## config.mk

```make
export PLATFORM = sky130hd
export DESIGN_NAME = dice_display_scheduler
export DESIGN_NICKNAME = d
export VERILOG_FILES = /design/src/rtl/dice_display_scheduler.sv
export SDC_FILE = /design/constraint.sdc
export NUM_CORES = 1
export LEC_CHECK = 0
export BUFFER_PORTS_ARGS = -buffer_cell sky130_fd_sc_hd__buf_4
export CAP_MARGIN = 20
export CORE_ASPECT_RATIO = 1.4
export CORE_MARGIN = 5
export CORE_UTILIZATION = 50
export DETAILED_ROUTE_END_ITERATION = 10
export HOLD_SLACK_MARGIN = 0.02
export PLACE_DENSITY = 0.77
export SLEW_MARGIN = 20
export SYNTH_ARGS = -nofsm -noshare
export SYNTH_HDL_FRONTEND = slang
export SYNTH_SLANG_ARGS = --single-unit
```

## constraint.sdc

```tcl
create_clock -name clk -period 11.6 [get_ports clk]
set_clock_uncertainty 0.15 [all_clocks]
set_input_delay 2.32 -clock clk [delete_from_list [all_inputs] [get_ports clk]]
set_output_delay 2.32 -clock clk [all_outputs]
set_load 0.005 [all_outputs]
```

## src/rtl/dice_display_scheduler.sv

```systemverilog
// dice_display_scheduler
// Time-multiplexes the shared segment bus of the two-digit dice display.
// Each frame runs BLANK_A -> SHOW_1 -> BLANK_B -> SHOW_10. All display inputs
// are captured once per frame, on the first BLANK_A cycle, so a frame never
// tears. Every output is registered from the next-state/next-snapshot view,
// so pins change on the edge that enters a state and hold for the whole state.
module dice_display_scheduler #(
  parameter int SLOT_CYCLES  = 2000,
  parameter int BLANK_CYCLES = 50
) (
  input  logic       clk,
  input  logic       rst,
  input  logic [3:0] digit1,
  input  logic [3:0] digit10,
  input  logic       lz_blank,
  input  logic       ovr_en,
  input  logic [7:0] ovr_seg1,
  input  logic [7:0] ovr_seg10,
  input  logic       seg_pol,
  input  logic       com_pol,
  output logic [7:0] seg,
  output logic       com1,
  output logic       com10,
  output logic [1:0] com_oe,
  output logic       frame_tick
);

  localparam int MAX_CYCLES = (SLOT_CYCLES > BLANK_CYCLES) ? SLOT_CYCLES : BLANK_CYCLES;
  localparam int CNT_W      = (MAX_CYCLES > 1) ? $clog2(MAX_CYCLES) : 1;

  localparam logic [CNT_W-1:0] SLOT_LAST  = CNT_W'(SLOT_CYCLES - 1);
  localparam logic [CNT_W-1:0] BLANK_LAST = CNT_W'(BLANK_CYCLES - 1);
  localparam logic [CNT_W-1:0] CNT_ZERO   = {CNT_W{1'b0}};
  localparam logic [CNT_W-1:0] CNT_ONE    = CNT_W'(1);

  typedef enum logic [1:0] {
    BLANK_A = 2'd0,
    SHOW_1  = 2'd1,
    BLANK_B = 2'd2,
    SHOW_10 = 2'd3
  } state_t;

  // Seven-segment decode (bit0 = a ... bit6 = g); dp never lit, 10-15 blank.
  function automatic logic [7:0] decode_digit(input logic [3:0] d);
    logic [7:0] pat;
    case (d)
      4'd0:    pat = 8'h3F;
      4'd1:    pat = 8'h06;
      4'd2:    pat = 8'h5B;
      4'd3:    pat = 8'h4F;
      4'd4:    pat = 8'h66;
      4'd5:    pat = 8'h6D;
      4'd6:    pat = 8'h7D;
      4'd7:    pat = 8'h07;
      4'd8:    pat = 8'h7F;
      4'd9:    pat = 8'h6F;
      default: pat = 8'h00;
    endcase
    return pat;
  endfunction

  // Sequencer state
  state_t           state_r;
  state_t           state_s;
  logic [CNT_W-1:0] cnt_r;
  logic [CNT_W-1:0] cnt_s;
  logic             run_r;
  logic             snap_take_s;

  // Frame snapshot registers
  logic [3:0] snap_digit1_r;
  logic [3:0] snap_digit10_r;
  logic       snap_lz_blank_r;
  logic       snap_ovr_en_r;
  logic [7:0] snap_ovr_seg1_r;
  logic [7:0] snap_ovr_seg10_r;
  logic       snap_seg_pol_r;
  logic       snap_com_pol_r;

  // Snapshot as seen by the cycle being entered
  logic [3:0] eff_digit1_s;
  logic [3:0] eff_digit10_s;
  logic       eff_lz_blank_s;
  logic       eff_ovr_en_s;
  logic [7:0] eff_ovr_seg1_s;
  logic [7:0] eff_ovr_seg10_s;
  logic       eff_seg_pol_s;
  logic       eff_com_pol_s;

  // Lit patterns and pin values for the next cycle
  logic [7:0] lit1_s;
  logic [7:0] lit10_s;
  logic [7:0] lit_s;
  logic       act1_s;
  logic       act10_s;
  logic [7:0] seg_s;
  logic       com1_s;
  logic       com10_s;

  // Next-state logic: a fresh BLANK_A after reset, then fixed-length states in a ring.
  always_comb begin
    state_s = state_r;
    cnt_s   = cnt_r;
    if (!run_r) begin
      state_s = BLANK_A;
      cnt_s   = CNT_ZERO;
    end else begin
      case (state_r)
        BLANK_A: begin
          if (cnt_r == BLANK_LAST) begin
            state_s = SHOW_1;
            cnt_s   = CNT_ZERO;
          end else begin
            state_s = BLANK_A;
            cnt_s   = cnt_r + CNT_ONE;
          end
        end
        SHOW_1: begin
          if (cnt_r == SLOT_LAST) begin
            state_s = BLANK_B;
            cnt_s   = CNT_ZERO;
          end else begin
            state_s = SHOW_1;
            cnt_s   = cnt_r + CNT_ONE;
          end
        end
        BLANK_B: begin
          if (cnt_r == BLANK_LAST) begin
            state_s = SHOW_10;
            cnt_s   = CNT_ZERO;
          end else begin
            state_s = BLANK_B;
            cnt_s   = cnt_r + CNT_ONE;
          end
        end
        SHOW_10: begin
          if (cnt_r == SLOT_LAST) begin
            state_s = BLANK_A;
            cnt_s   = CNT_ZERO;
          end else begin
            state_s = SHOW_10;
            cnt_s   = cnt_r + CNT_ONE;
          end
        end
        default: begin
          state_s = BLANK_A;
          cnt_s   = CNT_ZERO;
        end
      endcase
    end
  end

  // The snapshot is taken on the edge that enters the first BLANK_A cycle.
  always_comb begin
    snap_take_s = 1'b0;
    if ((state_s == BLANK_A) && (cnt_s == CNT_ZERO)) begin
      snap_take_s = 1'b1;
    end else begin
      snap_take_s = 1'b0;
    end
  end

  // State register; reset parks the sequencer until the first released edge.
  always_ff @(posedge clk) begin
    if (rst) begin
      state_r <= BLANK_A;
      cnt_r   <= CNT_ZERO;
      run_r   <= 1'b0;
    end else begin
      state_r <= state_s;
      cnt_r   <= cnt_s;
      run_r   <= 1'b1;
    end
  end

  // Capture all display inputs once per frame.
  always_ff @(posedge clk) begin
    if (rst) begin
      snap_digit1_r    <= 4'd0;
      snap_digit10_r   <= 4'd0;
      snap_lz_blank_r  <= 1'b0;
      snap_ovr_en_r    <= 1'b0;
      snap_ovr_seg1_r  <= 8'h00;
      snap_ovr_seg10_r <= 8'h00;
      snap_seg_pol_r   <= 1'b0;
      snap_com_pol_r   <= 1'b0;
    end else if (snap_take_s) begin
      snap_digit1_r    <= digit1;
      snap_digit10_r   <= digit10;
      snap_lz_blank_r  <= lz_blank;
      snap_ovr_en_r    <= ovr_en;
      snap_ovr_seg1_r  <= ovr_seg1;
      snap_ovr_seg10_r <= ovr_seg10;
      snap_seg_pol_r   <= seg_pol;
      snap_com_pol_r   <= com_pol;
    end else begin
      snap_digit1_r    <= snap_digit1_r;
      snap_digit10_r   <= snap_digit10_r;
      snap_lz_blank_r  <= snap_lz_blank_r;
      snap_ovr_en_r    <= snap_ovr_en_r;
      snap_ovr_seg1_r  <= snap_ovr_seg1_r;
      snap_ovr_seg10_r <= snap_ovr_seg10_r;
      snap_seg_pol_r   <= snap_seg_pol_r;
      snap_com_pol_r   <= snap_com_pol_r;
    end
  end

  // On the snapshot edge the outputs must already reflect the new inputs.
  always_comb begin
    eff_digit1_s    = snap_digit1_r;
    eff_digit10_s   = snap_digit10_r;
    eff_lz_blank_s  = snap_lz_blank_r;
    eff_ovr_en_s    = snap_ovr_en_r;
    eff_ovr_seg1_s  = snap_ovr_seg1_r;
    eff_ovr_seg10_s = snap_ovr_seg10_r;
    eff_seg_pol_s   = snap_seg_pol_r;
    eff_com_pol_s   = snap_com_pol_r;
    if (snap_take_s) begin
      eff_digit1_s    = digit1;
      eff_digit10_s   = digit10;
      eff_lz_blank_s  = lz_blank;
      eff_ovr_en_s    = ovr_en;
      eff_ovr_seg1_s  = ovr_seg1;
      eff_ovr_seg10_s = ovr_seg10;
      eff_seg_pol_s   = seg_pol;
      eff_com_pol_s   = com_pol;
    end else begin
      eff_digit1_s    = snap_digit1_r;
      eff_digit10_s   = snap_digit10_r;
    end
  end

  // Per-slot lit patterns: override verbatim, else decode with leading-zero blanking.
  always_comb begin
    lit1_s  = 8'h00;
    lit10_s = 8'h00;
    if (eff_ovr_en_s) begin
      lit1_s  = eff_ovr_seg1_s;
      lit10_s = eff_ovr_seg10_s;
    end else if (eff_lz_blank_s && (eff_digit10_s == 4'd0)) begin
      lit1_s  = decode_digit(eff_digit1_s);
      lit10_s = 8'h00;
    end else begin
      lit1_s  = decode_digit(eff_digit1_s);
      lit10_s = decode_digit(eff_digit10_s);
    end
  end

  // Choose what the entered state shows; only one common can ever be active.
  always_comb begin
    lit_s   = 8'h00;
    act1_s  = 1'b0;
    act10_s = 1'b0;
    case (state_s)
      SHOW_1: begin
        lit_s  = lit1_s;
        act1_s = 1'b1;
      end
      SHOW_10: begin
        lit_s   = lit10_s;
        act10_s = 1'b1;
      end
      BLANK_A, BLANK_B: begin
        lit_s = 8'h00;
      end
      default: begin
        lit_s = 8'h00;
      end
    endcase
  end

  // Apply the board's segment and common polarities.
  always_comb begin
    seg_s   = 8'h00;
    com1_s  = 1'b0;
    com10_s = 1'b0;
    if (eff_seg_pol_s) begin
      seg_s = lit_s;
    end else begin
      seg_s = ~lit_s;
    end
    if (act1_s) begin
      com1_s = eff_com_pol_s;
    end else begin
      com1_s = ~eff_com_pol_s;
    end
    if (act10_s) begin
      com10_s = eff_com_pol_s;
    end else begin
      com10_s = ~eff_com_pol_s;
    end
  end

  // Output registers; reset forces every pin low and releases the commons.
  always_ff @(posedge clk) begin
    if (rst) begin
      seg        <= 8'h00;
      com1       <= 1'b0;
      com10      <= 1'b0;
      com_oe     <= 2'b00;
      frame_tick <= 1'b0;
    end else begin
      seg        <= seg_s;
      com1       <= com1_s;
      com10      <= com10_s;
      com_oe     <= 2'b11;
      frame_tick <= snap_take_s;
    end
  end

endmodule

```

# --- Word-level counts from Yosys, hierarchy flattened ---
# Memories as Yosys holds them, arrays and structs flattened.
# Index checks and enable logic that the tools add are counted.
classes:
  bitwise: 2
  addsub: 1
  muxes: 31
  reduce_logical: 9
  n_eq_ne: 8
ops:
  columns: ["operator", "count"]
  rows:
  - ["8-bit 2-to-1 mux", 7]
  - ["11-bit 2-to-1 mux", 3]
  - ["8-bit one-hot mux with 3 select lines", 1]
  - ["11-bit one-hot mux with 2 select lines", 1]
  - ["1-bit 2-to-1 mux", 12]
  - ["11-bit by 1-bit adder with 11-bit output, second input constant", 1]
  - ["11-bit == test, second input constant", 1]
  - ["11-bit by 6-bit == test with 1-bit output, second input constant", 1]
  - ["11-bit logical NOT", 1]
  - ["2-bit == test, second input constant", 4]
  - ["2-bit 2-to-1 mux", 4]
  - ["4-bit 2-to-1 mux", 2]
  - ["8-bit NOT", 1]
  - ["2-bit one-hot mux with 4 select lines", 1]
  - ["2-bit OR reduction", 3]
  - ["2-bit by 1-bit == test with 1-bit output, second input constant", 2]
  - ["2-bit logical NOT", 2]
  - ["4-bit logical NOT", 1]
  - ["1-bit logical AND", 2]
  - ["1-bit NOT", 1]
word_totals:
  inputBits: 30
  rom_bits: 336
  memories: 3
  ff_bits: 55
  elab_cells: 70
  out_inout_bits: 13
memory_table:
  columns: ["name", "depth", "width", "rd", "rd_clocked_by_memory_dff", "write_ports", "line_no", "source"]
  rows:
  - ["(no name shown)", 16, 7, 1, 0, 0, "46", "case (d)"]
  - ["(no name shown)", 16, 7, 1, 0, 0, "46", null]
  - ["(no name shown)", 16, 7, 1, 0, 0, "46", null]

# --- Logic depth before layout (Yosys ltp) ---
depth:
  depth_word: 15
  ltp_mapped: 20
  ltp_nobuf: 18

# --- Least setup slack after synthesis ---
# No wires, ideal clock.
synth_path:
  path_type: "input-to-reg"
  from: "input port digit1[0]"
  to: "register seg[1]"
  setup_slack_ns: 7.585
  t_arrival_ns: 3.793
  required_ns: 11.378
  path_stages: 8
  setup_ns: 0.072
  path_cell_list: "a21boi_0 ha_1 a21oi_1 or3_1 o21ai_0 o21ai_0 o211ai_1 mux2i_1"
synth_via:
  elab_chain_cells: 7
synth_lines:
  columns: ["element", "line_no", "source"]
  rows:
  - ["start, declared", "13", "input logic [3:0] digit1,"]
  - ["4-bit 2-to-1 mux *", null, null]
  - ["memory 16 x 7 bit", null, null]
  - ["8-bit 2-to-1 mux *", "240", "end else if (eff_lz_blank_s && (eff_digit10_s == 4'd0)) begin"]
  - ["8-bit 2-to-1 mux *", "237", "if (eff_ovr_en_s) begin"]
  - ["8-bit one-hot mux with 3 select lines *", "254", "case (state_s)"]
  - ["8-bit NOT", "280", "seg_s = ~lit_s;"]
  - ["8-bit 2-to-1 mux *", "277", "if (eff_seg_pol_s) begin"]
  - ["end signal, assigned", "303", "seg <= seg_s;"]
  - ["end, declared", "21", "output logic [7:0] seg,"]
# Mark *: on every way between the ends. The rest lies on a longest branch, timed or not.
# A chain may end at the register's enable or synchronous reset.

# --- Worst setup path after layout ---
layout_path:
  from: "register cnt_r[0]"
  to: "register seg[1]"
layout_via:
  elab_chain_cells: 15
layout_lines:
  columns: ["element", "line_no", "source"]
  rows:
  - ["start, declared", "65", "logic [CNT_W-1:0] cnt_r;"]
  - ["start signal, assigned", "171", "cnt_r <= cnt_s;"]
  - ["branches (longest 14 deep; another with 11-bit by 1-bit adder with 11-bit output)", null, null]
  - ["8-bit 2-to-1 mux *", "277", null]
# Mark *: on every way between the ends.

==> metrics.cfg <==
[drt]
antenna_left=0
vias=2817
via_per_inst=5.89
post_drt_wl_per_cell_um=16.1
first_pass_iters=4
drt_iter0_markers=133
wirelength_mm=7.70
drcViolationCount=0

[setup_path]
criticalPathCategory=reg2reg
r2r-start=cnt_r[0]$_SDFF_PP0_
cp_max_fo=34
critical_path_required_ns=11.69
arrival_ns=4.58
cp-startpoint=cnt_r[0]$_SDFF_PP0_
cp-end-kind=flip-flop
start_kind=flip-flop

[pwr]
power.share.clock_pct=28.8
leakage_nw=1.46
p_int_mw=0.268
power_switching_mw=0.113
fin_total_pwr_mw=0.381
seq_power_share_pct=52.7
p_comb_share_pct=18.5
power.density_nw_per_um2=108
swShare_pct=29.6
vdd_ir_drop_max_mv=0.0729

[synth]
syn_nets=422
ys_types=61
synth_edf_count=0
ys_ff_latch=53
syn_inst=382
synth-warning-count=0
async_flop_share_pct=0
synth_ff_type=dfxtp_1
syn-cell-area_um2=3150
synth_area_per_cell_um2=8.25
ys_seq_area_share_pct=33.7

[finish]
layout.nets=445
area_growth_pct=11.7
layout-drive-gt1-share_pct=17.5
most-common-layout-cells=dfxtp_1 (53), nand2_1 (49), nor2_1 (49)
fin_area_um2=3520
insertedDiodeCount=0
fill_cells=560
final_common_cell=dfxtp_1

[timing]
fin_crit_sh_pct=38.7
setup_tns_ns=0
setup_slack_ns=7.11
whs_ns=0.310
final-setup-viol-count=0
worst_pin_slew_ns=0.731
slew-limit-headroom_pct=51.1
fin_crit_ns=4.49
finalMaxSlewViolations=0
fmax_mhz=223
grt_setup_unrepaired=no
hold_violations=0

[die]
die_h_um=104
num_io_pins=43
core_um2=6170
fp.dieW_um=77.1
die-area_um2=8010
fp-row-count=34
start_util_pct=51.1

[clock_network]
cts_tree=yes
post_cts_resized=0
clkLatencyLatePin_ns=0.31
cts_buffers=5
htree_levels=2
clk_pin_slew_worst_paths_ns=0.10
postCtsSetupBuffers=0
postCtsHoldBufs=0
cts_buffer_depth=2
clock-root-buffer=clkbuf_8
cts_sinks=53

[placement]
dp_hpwl_mm=5.76
place_ws_ns=7.10
numPortBuffers=42
place.gp.congestion=0.884
post_dp_cell_area_um2=3420

[min_path]
worstHoldStart=snap_ovr_seg1_r[1]$_SDFF_PP0_
hold_class=reg2reg

[global_routing]
grt_overflow_total=0
grt_pass1_wl_mm=12.6
grtUsageTotal_pct=18.8
antenna_found_initial=0
grt_pass1_vias=2756
grt_max_degree=35

[run]
cap_viol_max_count=0

[outcome]
outcome=completed

==> flip-flops by register name, summed over array words and instances, names as in the netlist <==
| name | flops |
|---|---|
| snap_ovr_en_r | 1 |
| snap_digit1_r | 4 |
| snap_ovr_seg1_r | 8 |
| com_oe | 1 |
| snap_com_pol_r | 1 |
| snap_digit10_r | 4 |
| snap_lz_blank_r | 1 |
| snap_ovr_seg10_r | 8 |
| com10 | 1 |
| snap_seg_pol_r | 1 |
| frame_tick | 1 |
| com1 | 1 |
| seg | 8 |
| state_r | 2 |
| cnt_r | 11 |
==> cell families (layout without fill, tap and decap cells) <==
family | after synthesis | count (layout) | share of synthesized area (%)
flip-flops | 53 | 53 | 33.7
adder cells (fa/ha/maj) | 10 | 10 | 3.97
buffers and inverters | 39 | 63 | 5.88
AND/OR/NAND/NOR | 154 | 154 | 24.3
AO/OA/AOI/OAI | 91 | 91 | 21.6
XOR/XNOR | 16 | 16 | 4.45
multiplexers | 19 | 19 | 6.19
==> area by class of cell <==
class	count	area, um^2	share of cell area (%)
Clock buffer	5	68.8	1.96
Timing Repair Buffer	43	323	9.17
Inverter	12	45.0	1.28
Tap cell	72	90.1	2.56
Clock inverter	3	26.3	0.747
Sequential cell	53	1060	30.1
Multi-Input combinational cell	290	1910	54.1
==> stage by stage <==
stage,cells,utilization (%)
finish,478,57.1
global placement,470,55.5
global route,478,57.1
CTS,478,57.1
floorplan,382,-
detailed placement,470,55.5
==> worst paths after layout <==
kind / to / slack, ns / depth (start not counted)
setup / recovery: seg[1]$_SDFF_PP0_ / 7.11 / 14
hold / removal: snap_ovr_seg1_r[1]$_SDFF_PP0_ / 0.31 / 2
setup reg to reg: seg[1]$_SDFF_PP0_ / 7.11 / 14
hold reg to reg: snap_ovr_seg1_r[1]$_SDFF_PP0_ / 0.31 / 2
==> synthesized netlist by cell type (7+ instances only) <==
library cell / count / area [um^2]
clkbuf_1: 13 / 48.8
ha_1: 10 / 125
nor2_1: 49 / 184
mux2i_1: 17 / 170
inv_1: 12 / 45.0
nand3_1: 10 / 50.1
xnor2_1: 10 / 87.6
buf_4: 7 / 52.6
dfxtp_1: 53 / 1060
nor3_1: 11 / 55.1
nand2_1: 49 / 184
o21ai_0: 11 / 55.1
a21oi_1: 28 / 140
nand2b_1: 9 / 56.3
==> metal layers <==
metal,global-route usage (%),part of all wire (%),vias up
met3,2.34,4.1,20
met1,20.1,39,1332
met2,35.6,54,79
met4,8.35,3.0,0
li1,-,-,1386
met5,0,0,-
==> critical path, cell delays in order (launching register included) <==
cell and delay, ns:
dfxtp_1 0.45, ha_1 0.30, nand3_2 0.16, or4b_1 0.72, o211ai_4 0.37, nand2_8 0.25
nand2_1 0.20, a21boi_0 0.53, ha_1 0.28, a21oi_1 0.07, or3_1 0.33, o21ai_0 0.07
o21ai_0 0.11, o211ai_1 0.21, mux2i_1 0.22
==> power groups by stage <==
stage	clock network (mW)	logic, mW	registers (mW)
floorplan	0	0.0487	0.201
detailed placement	0	0.0703	0.205
global placement	0	0.0693	0.204
finish	0.110	0.0704	0.201
global route	0.119	0.0782	0.202
CTS	0.112	0.0704	0.201
(Power assumes the default switching activity.)
